--- src/rtl/imm_decode_pipe.sv ---
// RV32I immediate decoder with a two-entry (output + skid) elastic buffer.
// Optional macro IMMDEC_ILLEGAL_CHK_EN flags unlisted opcodes as illegal (fmt=7).
module imm_decode_pipe #(
  parameter int XLEN = 32
) (
  input  logic            clk,
  input  logic            rst_n,
  input  logic            flush,
  input  logic            in_valid,
  output logic            in_ready,
  input  logic [31:0]     instr,
  output logic            out_valid,
  input  logic            out_ready,
  output logic [XLEN-1:0] extimm,
  output logic [2:0]      fmt,
  output logic [31:0]     instr_q,
  output logic            illegal
);

  localparam logic [2:0] FMT_R   = 3'd0;
  localparam logic [2:0] FMT_I   = 3'd1;
  localparam logic [2:0] FMT_S   = 3'd2;
  localparam logic [2:0] FMT_B   = 3'd3;
  localparam logic [2:0] FMT_U   = 3'd4;
  localparam logic [2:0] FMT_J   = 3'd5;
  localparam logic [2:0] FMT_ILL = 3'd7;

  logic [XLEN-1:0] dec_imm_s;
  logic [2:0]      dec_fmt_s;
  logic            dec_ill_s;

  logic            out_valid_q, out_valid_d;
  logic [XLEN-1:0] out_imm_q, out_imm_d;
  logic [2:0]      out_fmt_q, out_fmt_d;
  logic [31:0]     out_instr_q, out_instr_d;
  logic            out_ill_q, out_ill_d;

  logic            skid_valid_q, skid_valid_d;
  logic [XLEN-1:0] skid_imm_q, skid_imm_d;
  logic [2:0]      skid_fmt_q, skid_fmt_d;
  logic [31:0]     skid_instr_q, skid_instr_d;
  logic            skid_ill_q, skid_ill_d;

  logic            in_ready_q, in_ready_d;
  logic            accept_s, drain_s;

  // Format decode and sign extension of the incoming word
  always_comb begin
    dec_imm_s = '0;
    dec_fmt_s = FMT_R;
    dec_ill_s = 1'b0;
    case (instr[6:0])
      7'b0000011, 7'b0010011, 7'b1100111: begin
        dec_fmt_s = FMT_I;
        dec_imm_s = XLEN'($signed(instr[31:20]));
      end
      7'b0100011: begin
        dec_fmt_s = FMT_S;
        dec_imm_s = XLEN'($signed({instr[31:25], instr[11:7]}));
      end
      7'b1100011: begin
        dec_fmt_s = FMT_B;
        dec_imm_s = XLEN'($signed({instr[31], instr[7], instr[30:25], instr[11:8], 1'b0}));
      end
      7'b0110111, 7'b0010111: begin
        dec_fmt_s = FMT_U;
        dec_imm_s = XLEN'($signed({instr[31:12], 12'b0}));
      end
      7'b1101111: begin
        dec_fmt_s = FMT_J;
        dec_imm_s = XLEN'($signed({instr[31], instr[19:12], instr[20], instr[30:21], 1'b0}));
      end
      7'b0110011, 7'b1110011, 7'b0001111: begin
        dec_fmt_s = FMT_R;
      end
      default: begin
`ifdef IMMDEC_ILLEGAL_CHK_EN
        dec_fmt_s = FMT_ILL;
        dec_ill_s = 1'b1;
`else
        dec_fmt_s = FMT_R;
        dec_ill_s = 1'b0;
`endif
      end
    endcase
  end

  assign accept_s = in_valid && in_ready_q;
  assign drain_s  = out_valid_q && out_ready;

  // Output/skid steering; in_ready is derived from the next skid state so it stays registered
  always_comb begin
    out_valid_d  = out_valid_q;
    out_imm_d    = out_imm_q;
    out_fmt_d    = out_fmt_q;
    out_instr_d  = out_instr_q;
    out_ill_d    = out_ill_q;
    skid_valid_d = skid_valid_q;
    skid_imm_d   = skid_imm_q;
    skid_fmt_d   = skid_fmt_q;
    skid_instr_d = skid_instr_q;
    skid_ill_d   = skid_ill_q;
    if (flush) begin
      out_valid_d  = 1'b0;
      skid_valid_d = 1'b0;
    end else if (skid_valid_q) begin
      if (drain_s) begin
        out_valid_d  = 1'b1;
        out_imm_d    = skid_imm_q;
        out_fmt_d    = skid_fmt_q;
        out_instr_d  = skid_instr_q;
        out_ill_d    = skid_ill_q;
        skid_valid_d = 1'b0;
      end else begin
        out_valid_d = 1'b1;
      end
    end else if (!out_valid_q || drain_s) begin
      out_valid_d = accept_s;
      if (accept_s) begin
        out_imm_d   = dec_imm_s;
        out_fmt_d   = dec_fmt_s;
        out_instr_d = instr;
        out_ill_d   = dec_ill_s;
      end else begin
        out_imm_d   = out_imm_q;
      end
    end else if (accept_s) begin
      skid_valid_d = 1'b1;
      skid_imm_d   = dec_imm_s;
      skid_fmt_d   = dec_fmt_s;
      skid_instr_d = instr;
      skid_ill_d   = dec_ill_s;
    end else begin
      skid_valid_d = 1'b0;
    end
    in_ready_d = !skid_valid_d;
  end

  // State registers
  always_ff @(posedge clk or negedge rst_n) begin
    if (!rst_n) begin
      out_valid_q  <= 1'b0;
      out_imm_q    <= '0;
      out_fmt_q    <= 3'd0;
      out_instr_q  <= 32'd0;
      out_ill_q    <= 1'b0;
      skid_valid_q <= 1'b0;
      skid_imm_q   <= '0;
      skid_fmt_q   <= 3'd0;
      skid_instr_q <= 32'd0;
      skid_ill_q   <= 1'b0;
      in_ready_q   <= 1'b0;
    end else begin
      out_valid_q  <= out_valid_d;
      out_imm_q    <= out_imm_d;
      out_fmt_q    <= out_fmt_d;
      out_instr_q  <= out_instr_d;
      out_ill_q    <= out_ill_d;
      skid_valid_q <= skid_valid_d;
      skid_imm_q   <= skid_imm_d;
      skid_fmt_q   <= skid_fmt_d;
      skid_instr_q <= skid_instr_d;
      skid_ill_q   <= skid_ill_d;
      in_ready_q   <= in_ready_d;
    end
  end

  assign in_ready  = in_ready_q;
  assign out_valid = out_valid_q;
  assign extimm    = out_imm_q;
  assign fmt       = out_fmt_q;
  assign instr_q   = out_instr_q;
  assign illegal   = out_ill_q;

endmodule

--- config.mk ---
export PLATFORM = sky130hd
export DESIGN_NAME = imm_decode_pipe
export DESIGN_NICKNAME = d
export VERILOG_FILES = /design/src/rtl/imm_decode_pipe.sv
export SDC_FILE = /design/constraint.sdc
export NUM_CORES = 1
export LEC_CHECK = 0
export BUFFER_PORTS_ARGS = -buffer_cell sky130_fd_sc_hd__clkbuf_2
export CORE_ASPECT_RATIO = 0.9
export CORE_MARGIN = 2
export CORE_UTILIZATION = 55
export CTS_CLUSTER_DIAMETER = 80
export DETAILED_ROUTE_END_ITERATION = 8
export HOLD_SLACK_MARGIN = 0.05
export PLACE_DENSITY = 0.74
export SLEW_MARGIN = 25
export SYNTH_ARGS = -nofsm -noshare
export SYNTH_HDL_FRONTEND = slang
export SYNTH_SLANG_ARGS = --single-unit
export TNS_END_PERCENT = 5
--- constraint.sdc ---
create_clock -name clk -period 1.9 [get_ports clk]
set_clock_uncertainty 0.1 [all_clocks]
set_input_delay 0.095 -clock clk [delete_from_list [all_inputs] [get_ports clk]]
set_output_delay 0.095 -clock clk [all_outputs]
set_load 0.02 [all_outputs]
# Yosys cells after proc, flatten, opt, wreduce, memory -nomap -nowiden
# Cells that the tools add are included.
totals:
  register_bits: 138
  in_bits: 37
  output_inout_bits: 70
  elab_cells: 60
op_classes:
  n_eq_ne: 9
  mux: 26
  n_bitwise: 3
  n_reduce_logical: 12
ops:
  columns: ["cell", "n"]
  rows:
  - ["32-bit two-way mux", 8]
  - ["32-bit case mux with 5 select lines", 1]
  - ["7-bit equality test (second input constant)", 3]
  - ["3-bit case mux with 5 select lines", 1]
  - ["7-bit by 5-bit equality test with 1-bit output (second input constant)", 2]
  - ["7-bit by 6-bit equality test with 1-bit output (second input constant)", 2]
  - ["1-bit two-way mux", 12]
  - ["3-bit two-way mux", 4]
  - ["4-bit AND reduction", 2]
  - ["7-bit by 2-bit equality test with 1-bit output (second input constant)", 1]
  - ["2-bit nonzero test", 2]
  - ["1-bit inverter", 3]
  - ["3-bit nonzero test", 1]
  - ["3-bit OR reduction", 1]
  - ["1-bit logical AND", 2]
  - ["1-bit logical NOT", 2]
  - ["2-bit by 1-bit != test with 1-bit output (second input constant)", 1]
  - ["2-bit OR reduction", 1]
  - ["1-bit logical OR", 1]

# Logic depth before layout (Yosys ltp)
logic_depth:
  ltp_word: 6
  ltp_mapped: 8
  mapped_depth_nobuf: 5

# Least setup slack after synthesis
# No wires, ideal clock.
synth_path:
  path_kind: "register to register"
  startpoint: "reg out_valid_q, in the netlist out_valid"
  endpoint: "reg out_instr_q[10], in the netlist instr_q[10]"
  arrival_ns: 1.631
  required_ns: 1.668
  setup_slack_ns: 0.037
  path_stages_with_launch: 8
  n_path_buf: 3
  path_cell_list: "dfrtp_1 > nor2b_4 > or4_1 > buf_2 > buf_6 > buf_6 > nand2_1 > o21ai_1"
synth_between:
  elab_chain_len: 4
synth_lines:
  columns: ["element", "line_no", "source"]
  rows:
  - ["start, declared", "32", "logic out_valid_q, out_valid_d;"]
  - ["start signal, assigned", "154", "out_valid_q <= out_valid_d;"]
  - ["1-bit logical NOT or 1-bit logical AND (tied branches)", "117, 89", null]
  - ["1-bit logical OR", "117", "end else if (!out_valid_q || drain_s) begin"]
  - ["2-bit nonzero test (no source line)", null, null]
  - ["4-bit AND reduction (no source line) *", null, null]
  - ["end signal, assigned", "157", "out_instr_q <= out_instr_d;"]
  - ["end, declared", "35", "logic [31:0] out_instr_q, out_instr_d;"]
# Every way passes the cells marked *; elsewhere a longest branch is shown, timed or not.
# A chain may end at the register's enable or synchronous reset.

# Worst setup path after layout
layout_path:
  startpoint: "reg skid_valid_q"
  endpoint: "reg out_instr_q[6], in the netlist instr_q[6]"
layout_between:
  elab_chain_len: 2
layout_lines:
  columns: ["element", "line_no", "source"]
  rows:
  - ["start, declared", "38", "logic skid_valid_q, skid_valid_d;"]
  - ["start signal, assigned", "159", "skid_valid_q <= skid_valid_d;"]
  - ["2-bit by 1-bit != test with 1-bit output (no source line) or 2-bit nonzero test (tied branches)", null, null]
  - ["4-bit AND reduction (no source line)", null, null]
# Parallel ways exist; a longest one is shown, timed or not.

==> results.txt <==
Status: finished, final reports clean
Final Critical Period: 1.89 ns
Seq/Total Area, Yosys: 55.4%
Max Slew Vio Count: 0
Placed insts: 875
Residual DRC: 0
Via count: 5367
Synthesized flop and latch total: 137
Worst vdd ir: 0.768 mV
Max-Cap Viols: 0
Ratio of cells with drive above 1 in the final layout: 25.7%
Asr flop ratio synth: 100%
CP endpoint: instr_q[6]
Port Buffer Count: 105
Nets: 818
Top cell type's share of synthesized area: 55.4%
Max Root-Sink Buffers: 2
Clock Tree Root: clkbuf_16
Area growth syn-to-layout: 31.2%
Total congestion overflow: 0
I/O pin total: 107
Cells after Synth: 635
R2r startpoint: skid_valid_q
Ant diodes: 0
Top post-synthesis cells by area: dfrtp_1 55%, nand2_1 10%, mux2i_1 5.3%, a21oi_1 4.4%, o21ai_0 2.7%
First-pass DRT Iterations: 5
Yosys Warn Count: 0
Wirelength, routed: 16600 µm
H-Tree Depth: 4
Post-detailed-placement half-perimeter wirelength: 10100 µm
Initial antenna violation count: 0
Yosys top cell by area: dfrtp_1
Number of synthesized flops with an enable pin: 0
Post-route insts no fill: 946
CTS Buf Count: 17
Clock tree sinks: 137
Top-count cell post-synth: nand2_1
Num rows: 36
Final setup fails: 0
First-pass GRT wire length: 26600 µm
Final Wtd Congestion: 0.847
Via density per instance: 5.67
Detail Route Antenna Nets: 0
CTS tree: built
Crit Path Max Fanout: 42
Starting density of the core: 56.8%
Netlist Area Pre-Place: 6190 µm²
Clock transition at path regs: 0.06 ns
Worst path required time: 2.10 ns
CP startpoint: skid_valid_q
Core area: 10900 µm²
Final Cycle Share: 99.4%
Reg2reg end: instr_q[6]
Die width: 116 µm
RSZ-0062 raised after global routing: yes
CP Data Arrival Time: 2.09 ns
DIE HEIGHT: 105 µm
DP Worst Slack: -0.0124 ns
Power per cell area: 1130 nW/µm²
Distinct cells, synth: 50
Worst Hold Margin: 0.100 ns
Synthesized Nets: 672
Crit Path Category: flop to flop
Die area: 12100 µm²
Most frequent cells after synthesis: 173 x nand2_1, 137 x dfrtp_1, 55 x a21oi_1, 33 x mux2i_1, 33 x o21ai_0
CP Capture Type: flop
Slack of the critical path: 0.0112 ns
Cells on worst reg2reg path: 5
Synth Flop Type: dfrtp_1
CP startpoint kind: flop
Pin count of the biggest net entering global routing: 86
R2R setup slack: 0.01 ns
Average size of a mapped cell: 9.75 µm²
Fmax achieved: 529 MHz
GR Util All Layers: 28.4%
Number of global-route vias before repair: 5275
Worst-skew pair later-pin latency: 0.41 ns
Final Hold Viols: 0
DRT iter0 DRCs: 423
Routed wire per std cell: 17.6 µm
Worst min path class: primary input to async pin
Leakage power: 3.89 nW
Setup TNS: 0 ns
## layout make-up
type / instances / area [µm²]
clock buffer: 17 / 425
clock inverter: 15 / 230
fill: 774 / 2780
inverter: 11 / 41.3
multi-input combinational: 442 / 2540
sequential: 137 / 3430
tap: 152 / 190
timing repair buffer: 172 / 1260
## cells by family after synthesis
logic type	after synthesis	synth area share (%)
AOI/OAI and AO/OA	157	16.1
buffers and inverters	56	4.51
DFF	137	55.4
muxes	33	5.34
other	1	0.0606
and+or+nand+nor	251	18.6
## metrics by stage
stage / power (mW) / cell area [µm²] / utilization (%)
floorplan: 4.81 / 6190 / -
global placement: 5.37 / 6970 / 63.9
detailed placement: 5.46 / 6970 / 63.9
CTS: 9.22 / 8060 / 73.9
global route: 9.59 / 8120 / 74.5
finish: 9.21 / 8120 / 74.5
## per-layer routing
metal | vias up | global-route usage (%) | routed length, µm
li1 | 2452 | - | -
met1 | 2667 | 40.2 | 7090
met2 | 224 | 44.4 | 8130
met3 | 24 | 5.16 | 1190
met4 | 0 | 9.52 | 231
met5 | - | 0 | 0
## layout by cell type, fill, tap and decap left out, types with 2 or more instances in the layout
| cell | synthesis | layout |
|---|---|---|
| dfrtp_1 | 137 | 136 |
| bufbuf_16 | 0 | 2 |
| dlygate4sd3_1 | 0 | 36 |
| mux2i_1 | 33 | 33 |
| a21oi_1 | 55 | 51 |
| clkinv_2 | 0 | 7 |
| and2_1 | 2 | 2 |
| a22oi_2 | 8 | 8 |
| buf_12 | 0 | 5 |
| clkbuf_2 | 0 | 104 |
| clkinvlp_4 | 0 | 2 |
| buf_6 | 5 | 2 |
| bufinv_16 | 0 | 6 |
| and3_1 | 7 | 7 |
| o21ai_0 | 33 | 31 |
| a221oi_2 | 6 | 6 |
| nand2b_1 | 2 | 2 |
| a31oi_1 | 2 | 2 |
| a21oi_2 | 2 | 5 |
| buf_4 | 3 | 22 |
| nand2_1 | 173 | 173 |
| nand3b_1 | 20 | 20 |
| a22oi_1 | 4 | 4 |
| nor2_1 | 24 | 22 |
| a22o_1 | 2 | 2 |
| o21ai_1 | 30 | 31 |
| inv_1 | 11 | 11 |
| a21oi_4 | 1 | 2 |
| clkbuf_16 | 0 | 17 |
| nand3_1 | 8 | 8 |
| a21o_1 | 6 | 6 |
## flip-flops by register name, summed over array words and instances (netlist names)
register	count
out_valid	1
skid_fmt_q	3
skid_valid_q	1
skid_imm_q	32
skid_instr_q	32
in_ready	1
extimm	32
instr_q	32
fmt	3
## critical path: stages, from the launching register on
cell,delay (ns)
dfrtp_4,0.51
nor2b_1,0.17
or4_4,0.48
bufbuf_16,0.35
nand2_1,0.08
o21ai_1,0.06
## timing repair
| item | in CTS | in global routing |
|---|---|---|
| gates cloned | 2 | 0 |
| pin swaps | 0 | 1 |
| setup endpoints to repair | 2 | 49 |
| setup buffers | 0 | 1 |
| gates resized for setup | 2 | 11 |
| hold buffers | 36 | 0 |
| hold endpoints to repair | 259 | 0 |
## worst min path at each step
stage	startpoint	to	cells past startpoint
CTS	rst_n	instr_q[15]	2
floorplan	rst_n	extimm[0]	0
finish	rst_n	instr_q[15]	2
global route	rst_n	instr_q[15]	2
detailed placement	rst_n	instr_q[15]	1
global placement	rst_n	instr_q[15]	1
## power by group
part	internal [mW]	switching, mW
clock	2.44	1.22
combinational	0.687	1.08
sequential	3.48	0.305
No activity file was read; power rests on OpenSTA's default activity.
